<file path="src/rtl/main_ram_arbiter_if.sv">
// Requester-side access port of the main RAM arbiter: one request/acknowledge
// channel carrying word/byte reads and writes.
`timescale 1ns/1ps

interface main_ram_arbiter_if;
    logic        req;
    logic        we;
    logic [15:0] addr;
    logic [1:0]  be;
    logic [15:0] wdata;
    logic        ack;
    logic [15:0] rdata;

    modport master (output req, we, addr, be, wdata, input ack, rdata);
    modport slave  (input req, we, addr, be, wdata, output ack, rdata);
endinterface

</file>
<file path="src/rtl/main_ram_arbiter.sv">
// Two-port (CPU, DMA) arbiter and sequencer in front of the 64K x 16 main RAM.
// One access at a time: IDLE -> ACCESS -> (CAPTURE) -> DONE -> IDLE.
`timescale 1ns/1ps

module main_ram_arbiter #(
    parameter bit ARB_MODE = 1'b0
) (
    input  logic                    clk,
    input  logic                    reset,
    main_ram_arbiter_if.slave       cpu,
    main_ram_arbiter_if.slave       dma,
    output logic                    ram_chipselect,
    output logic                    ram_write,
    output logic [15:0]             ram_address,
    output logic [1:0]              ram_byteenable,
    output logic [15:0]             ram_writedata,
    input  logic [15:0]             ram_readdata,
    output logic                    ram_clken,
    output logic                    ram_reset_req,
    output logic                    busy
);

    typedef enum logic [1:0] {IDLE, ACCESS, CAPTURE, DONE} state_t;
    typedef enum logic {PORT_CPU = 1'b0, PORT_DMA = 1'b1} port_t;

    state_t      state, state_next;
    port_t       grant, last_grant, winner;
    logic        any_req;
    logic        sel_we;
    logic [15:0] sel_addr;
    logic [1:0]  sel_be;
    logic [15:0] sel_wdata;
    logic [15:0] cpu_rdata_q, dma_rdata_q;

    assign any_req       = cpu.req | dma.req;
    assign ram_clken     = 1'b1;
    assign ram_reset_req = reset;
    assign busy          = (state != IDLE);
    assign cpu.rdata     = cpu_rdata_q;
    assign dma.rdata     = dma_rdata_q;

    // NOTE: every signal written here gets a default first, so no path leaves
    // it unassigned and no latch is inferred.
    always_comb begin
        state_next = state;
        winner     = dma.req ? PORT_DMA : PORT_CPU;
        cpu.ack    = 1'b0;
        dma.ack    = 1'b0;

        // A tie goes to the CPU in fixed mode, otherwise to whoever did not win last.
        if (cpu.req && dma.req)
            winner = ARB_MODE ? PORT_CPU
                              : ((last_grant == PORT_DMA) ? PORT_CPU : PORT_DMA);

        case (state)
            IDLE:    if (any_req) state_next = ACCESS;
            ACCESS:  state_next = ram_write ? DONE : CAPTURE;
            CAPTURE: state_next = DONE;
            DONE: begin
                state_next = IDLE;
                cpu.ack    = (grant == PORT_CPU);
                dma.ack    = (grant == PORT_DMA);
            end
            default: state_next = IDLE;
        endcase
    end

    always_comb begin
        if (winner == PORT_DMA) begin
            sel_we    = dma.we;
            sel_addr  = dma.addr;
            sel_be    = dma.be;
            sel_wdata = dma.wdata;
        end else begin
            sel_we    = cpu.we;
            sel_addr  = cpu.addr;
            sel_be    = cpu.be;
            sel_wdata = cpu.wdata;
        end
    end

    // NOTE: state registers use non-blocking assignments so every flop samples
    // pre-edge values regardless of statement order.
    always_ff @(posedge clk) begin
        if (reset) begin
            state          <= IDLE;
            grant          <= PORT_CPU;
            last_grant     <= PORT_DMA;
            ram_chipselect <= 1'b0;
            ram_write      <= 1'b0;
            ram_address    <= '0;
            ram_byteenable <= '0;
            ram_writedata  <= '0;
            cpu_rdata_q    <= '0;
            dma_rdata_q    <= '0;
        end else begin
            state <= state_next;
            case (state)
                IDLE: begin
                    if (any_req) begin
                        grant          <= winner;
                        last_grant     <= winner;
                        ram_chipselect <= 1'b1;
                        ram_write      <= sel_we;
                        ram_address    <= sel_addr;
                        ram_byteenable <= sel_we ? sel_be : 2'b11;
                        ram_writedata  <= sel_wdata;
                    end
                end
                ACCESS: begin
                    ram_chipselect <= 1'b0;
                    ram_write      <= 1'b0;
                end
                CAPTURE: begin
                    // RAM output is unregistered: valid now, one cycle after ACCESS.
                    if (grant == PORT_CPU) cpu_rdata_q <= ram_readdata;
                    else                   dma_rdata_q <= ram_readdata;
                end
                default: ;
            endcase
        end
    end

endmodule

</file>
<file path="src/flat_wrapper.sv">
// flat-port wrapper written by rule: the top's interface ports become plain ports
module main_ram_arbiter_flat 
#(
    parameter bit ARB_MODE = 1'b0
)
  (clk, reset, ram_chipselect, ram_write, ram_address, ram_byteenable, ram_writedata, ram_readdata, ram_clken, ram_reset_req, busy, cpu_req, cpu_we, cpu_addr, cpu_be, cpu_wdata, cpu_ack, cpu_rdata, dma_req, dma_we, dma_addr, dma_be, dma_wdata, dma_ack, dma_rdata);
  main_ram_arbiter_if cpu_i ();
  main_ram_arbiter_if dma_i ();
  input  logic clk;
  input  logic reset;
  output logic ram_chipselect;
  output logic ram_write;
  output logic [15:0] ram_address;
  output logic [1:0] ram_byteenable;
  output logic [15:0] ram_writedata;
  input  logic [15:0] ram_readdata;
  output logic ram_clken;
  output logic ram_reset_req;
  output logic busy;
  input wire logic [$bits(cpu_i.req)-1:0] cpu_req;
  input wire logic [$bits(cpu_i.we)-1:0] cpu_we;
  input wire logic [$bits(cpu_i.addr)-1:0] cpu_addr;
  input wire logic [$bits(cpu_i.be)-1:0] cpu_be;
  input wire logic [$bits(cpu_i.wdata)-1:0] cpu_wdata;
  output wire logic [$bits(cpu_i.ack)-1:0] cpu_ack;
  output wire logic [$bits(cpu_i.rdata)-1:0] cpu_rdata;
  input wire logic [$bits(dma_i.req)-1:0] dma_req;
  input wire logic [$bits(dma_i.we)-1:0] dma_we;
  input wire logic [$bits(dma_i.addr)-1:0] dma_addr;
  input wire logic [$bits(dma_i.be)-1:0] dma_be;
  input wire logic [$bits(dma_i.wdata)-1:0] dma_wdata;
  output wire logic [$bits(dma_i.ack)-1:0] dma_ack;
  output wire logic [$bits(dma_i.rdata)-1:0] dma_rdata;
  assign cpu_i.req = cpu_req;
  assign cpu_i.we = cpu_we;
  assign cpu_i.addr = cpu_addr;
  assign cpu_i.be = cpu_be;
  assign cpu_i.wdata = cpu_wdata;
  assign cpu_ack = cpu_i.ack;
  assign cpu_rdata = cpu_i.rdata;
  assign dma_i.req = dma_req;
  assign dma_i.we = dma_we;
  assign dma_i.addr = dma_addr;
  assign dma_i.be = dma_be;
  assign dma_i.wdata = dma_wdata;
  assign dma_ack = dma_i.ack;
  assign dma_rdata = dma_i.rdata;
  main_ram_arbiter #(.ARB_MODE(ARB_MODE)) u_core (.clk(clk), .reset(reset), .cpu(cpu_i), .dma(dma_i), .ram_chipselect(ram_chipselect), .ram_write(ram_write), .ram_address(ram_address), .ram_byteenable(ram_byteenable), .ram_writedata(ram_writedata), .ram_readdata(ram_readdata), .ram_clken(ram_clken), .ram_reset_req(ram_reset_req), .busy(busy));
endmodule
</file>
<file path="config.mk">
export PLATFORM = sky130hd
export DESIGN_NAME = main_ram_arbiter_flat
export DESIGN_NICKNAME = d
export VERILOG_FILES = /design/src/rtl/main_ram_arbiter_if.sv /design/src/rtl/main_ram_arbiter.sv /design/src/flat_wrapper.sv
export SDC_FILE = /design/constraint.sdc
export NUM_CORES = 1
export LEC_CHECK = 0
export ABC_AREA = 0
export CAP_MARGIN = 20
export CORE_ASPECT_RATIO = 0.6
export CORE_MARGIN = 5
export CORE_UTILIZATION = 42
export DETAILED_ROUTE_END_ITERATION = 16
export PLACE_DENSITY = 0.86
export SLEW_MARGIN = 20
export SYNTH_ARGS = -nofsm -noshare
export SYNTH_HDL_FRONTEND = slang
export SYNTH_SLANG_ARGS = --single-unit
</file>
<file path="constraint.sdc">
create_clock -name clk -period 3.7 [get_ports clk]
set_input_delay 0.37 -clock clk [delete_from_list [all_inputs] [get_ports clk]]
set_output_delay 0.37 -clock clk [all_outputs]
set_load 0.01 [all_outputs]
</file>
==> results_dict.tcl <==
set metrics [dict create \
    finalHoldViolations 0 \
    ff2ff_setup_slack_ns 1.44 \
    min_period_over_period_pct 61.0 \
    cap_viol_max_count 0 \
    p_sw_mw 1.03 \
    fill_cells 528 \
    synth_nets 472 \
    ff2ff_path_depth 5 \
    cts_tree "done" \
    grt_pass1_vias 3121 \
    coreArea_sq_um 6820 \
    wl_per_cell_microns 15.9 \
    timing.rr.end "u_core.ram_address[0]$_SDFFE_PP0P_" \
    yosys_register_bits 72 \
    max-clock-path-buffers 2 \
    p_total_mw 3.19 \
    clock_latency_ns 0.32 \
    cts.sinks 72 \
    synth.distinct_cells 31 \
    grt_setup_unrepaired "false" \
    area_growth_pct 60.7 \
    avgSynthCellArea_sq_um 7.98 \
    tightest_slew_ns 1.04 \
    slowest_delay_ns 0.90 \
    wl_mm 9.70 \
    antenna_cells 0 \
    synthTopCellsByArea "dfxtp_1, nand2_1, a31oi_1, a21oi_1, o21ai_0" \
    synth_edf_count 0 \
    leakagePower_nw 1.81 \
    worstPathMaxFanout 66 \
    critical_path.endpoint_type "register" \
    yosys.area.top_type "dfxtp_1" \
    drt_first_pass_iters 5 \
    period_minus_slack_ns 2.26 \
    grt_overflow 0 \
    min_path_cells 2 \
    synth_ff_type "dfxtp_1" \
    internal_power_mw 2.15 \
    drv_slew 0 \
    pin_count 163 \
    seq_area_frac_synth_pct 47.9 \
    fin_ws_ns 1.44 \
    clk_pin_slew_ns 0.05 \
    grt_max_degree 67 \
    start_util_pct 44.1 \
    clockRootBuffer "clkbuf_16" \
    via_per_inst 5.20 \
    cpMaxStageDelayCell "o21a_2" \
    track_usage_pct 21.4 \
    postRouteAntennaNets 0 \
    critPathLaunchType "register" \
    nets 615 \
    cts_setup_buffers 0 \
    yosysWarningCount 0 \
    drive_gt1_share_pct 4.38 \
    cts_buffers 9 \
    synthCells 377 \
    place_ws_ns 1.33 \
    globalplace.congestion 0.823 \
    num_vias 3181 \
    reg2reg_from "u_core.state[0]$_SDFFE_PP0P_" \
    async_flop_share_pct 0 \
    die_x_microns 119 \
    row_count 23 \
    pwr-share-seq_pct 34.8 \
    maxSlewHeadroom_pct 30.4 \
    drc 0 \
    first_iter_violations 275 \
    status "complete, no violations" \
    skew_ns 0.00278 \
    antenna_found_initial 0 \
    tns_ns 0 \
    netlist.area_leader.share_pct 47.9 \
    min-delay-start "u_core.cpu.rdata[14]$_SDFFE_PP0P_" \
    power.clock.fraction_pct 26.9 \
    whs_endpoint "u_core.cpu.rdata[14]$_SDFFE_PP0P_" \
    grt_first_pass_wirelength_mm 15.4 \
    worstHoldPathType "reg -> reg" \
    port_buffers 161 \
    critPathKind "reg -> reg" \
    power_frac_comb_pct 38.3 \
    place_hpwl_mm 7.18 \
    p_per_area_nw_per_um2 659 \
    switching_share_pct 32.4 \
    hold_buffers 0 \
    htree_levels 3 \
    ir_drop_mv 0.394 \
    fmax_ghz 0.443 \
    required_ns 3.95 \
    die-area_sq_um 9010 \
    netlist_area_sq_um 3010 \
    cp.arrival_ns 2.50 \
    setup_viol_count_final 0 \
    die_h_microns 75.5 \
    cts_resized 0 \
    path_cells "inv_1, ha_1, o21a_2, o21ai_0, a31oi_1" \
]
==> power by group through the flow <==
| stage | Clock (mW) | Combinational, mW | Sequential, mW |
|---|---|---|---|
| floorplan | 0 | 0.579 | 1.20 |
| global placement | 0 | 1.19 | 1.11 |
| detailed placement | 0 | 1.22 | 1.12 |
| CTS | 0.876 | 1.23 | 1.11 |
| global route | 0.915 | 1.33 | 1.13 |
| finish | 0.859 | 1.22 | 1.11 |
==> cells in the mapped netlist (5+ instances only) <==
cell and instances:
buf_6 9, dfxtp_1 72, clkbuf_1 7, o21ai_0 28, ha_1 5, inv_1 5, a31oi_1 34, buf_2 8
o21ai_1 10, nand2_1 135, a21oi_1 33
==> state kept, by name, summed over array words and instances (netlist names) <==
| signal | cells |
|---|---|
| u_core.ram_byteenable | 2 |
| u_core.ram_chipselect | 1 |
| u_core.ram_writedata | 16 |
| u_core.ram_address | 16 |
| u_core.ram_write | 1 |
| u_core.dma.rdata | 16 |
| u_core.grant | 1 |
| u_core.state | 2 |
| u_core.last_grant | 1 |
| u_core.cpu.rdata | 16 |
==> how the worst max path moves through the flow <==
stage / startpoint / to / slack (ns) / depth (start not counted)
final: u_core.state[0]$_SDFFE_PP0P_ / u_core.ram_address[0]$_SDFFE_PP0P_ / 1.44 / 5
after global routing: u_core.state[0]$_SDFFE_PP0P_ / u_core.ram_address[11]$_SDFFE_PP0P_ / 1.20 / 5
after CTS: u_core.state[0]$_SDFFE_PP0P_ / u_core.ram_address[0]$_SDFFE_PP0P_ / 1.44 / 5
after detailed placement: cpu_req / u_core.ram_writedata[12]$_SDFFE_PP0P_ / 1.33 / 4
after global placement: cpu_req / u_core.ram_write$_SDFFE_PP0P_ / 1.43 / 5
after floorplan: u_core.state[0]$_SDFFE_PP0P_ / u_core.ram_write$_SDFFE_PP0P_ / 2.24 / 6
==> layer usage <==
metal  vias to the layer above  wire, microns  GRT usage (%)
met2                       125           4780           37.0
met5                         -              0              0
met1                      1485           4060           25.7
met3                        15            674           7.20
li1                       1556              -              -
met4                         0            187           7.57
==> through the flow <==
stage / instance area, sq um / instances / utilization (%) / hold slack [ns]
floorplan: 3010 / 377 / - / 0.480
CTS: 4830 / 612 / 70.8 / 0.455
finish: 4830 / 612 / 70.8 / 0.455
global placement: 4530 / 596 / 66.4 / 0.442
detailed placement: 4530 / 596 / 66.4 / 0.448
global route: 4830 / 612 / 70.8 / 0.481
==> placed cells by master, fill, tap and decap left out, types with 4 or more instances in the layout <==
cell,instances
inv_1,5
o21ai_0,28
clkdlybuf4s50_1,161
clkbuf_16,9
a21oi_1,33
dfxtp_1,72
nand2_1,135
nor2_1,4
ha_1,5
a31oi_1,34
o21ai_1,10
==> cell families after synthesis <==
family / after synthesis / share of synthesized area, %
and+or+nand+nor: 147 / 19.2
AOI/OAI and AO/OA: 115 / 22.6
DFF: 72 / 47.9
buffers and inverters: 36 / 7.70
adders and majority gates: 5 / 2.08
muxes: 1 / 0.333
other: 1 / 0.125
==> layout make-up <==
| class | count | area (sq um) | area share [%] |
|---|---|---|---|
| clock inverters | 3 | 40.0 | 0.829 |
| multi-input cells | 269 | 1340 | 27.7 |
| repair buffers | 163 | 1630 | 33.7 |
| clock buffers | 13 | 260 | 5.39 |
| inverters | 5 | 18.8 | 0.388 |
| flip-flops and latches | 72 | 1440 | 29.8 |
| well taps | 87 | 109 | 2.25 |
==> critical path, delay by kind of cell (launching register included) <==
family	cells	cell delay, ns
AOI/OAI and AO/OA	3	1.30
DFF	1	0.33
buffers and inverters	1	0.17
adders and majority gates	1	0.38
No activity file was read; power rests on OpenSTA's default activity.
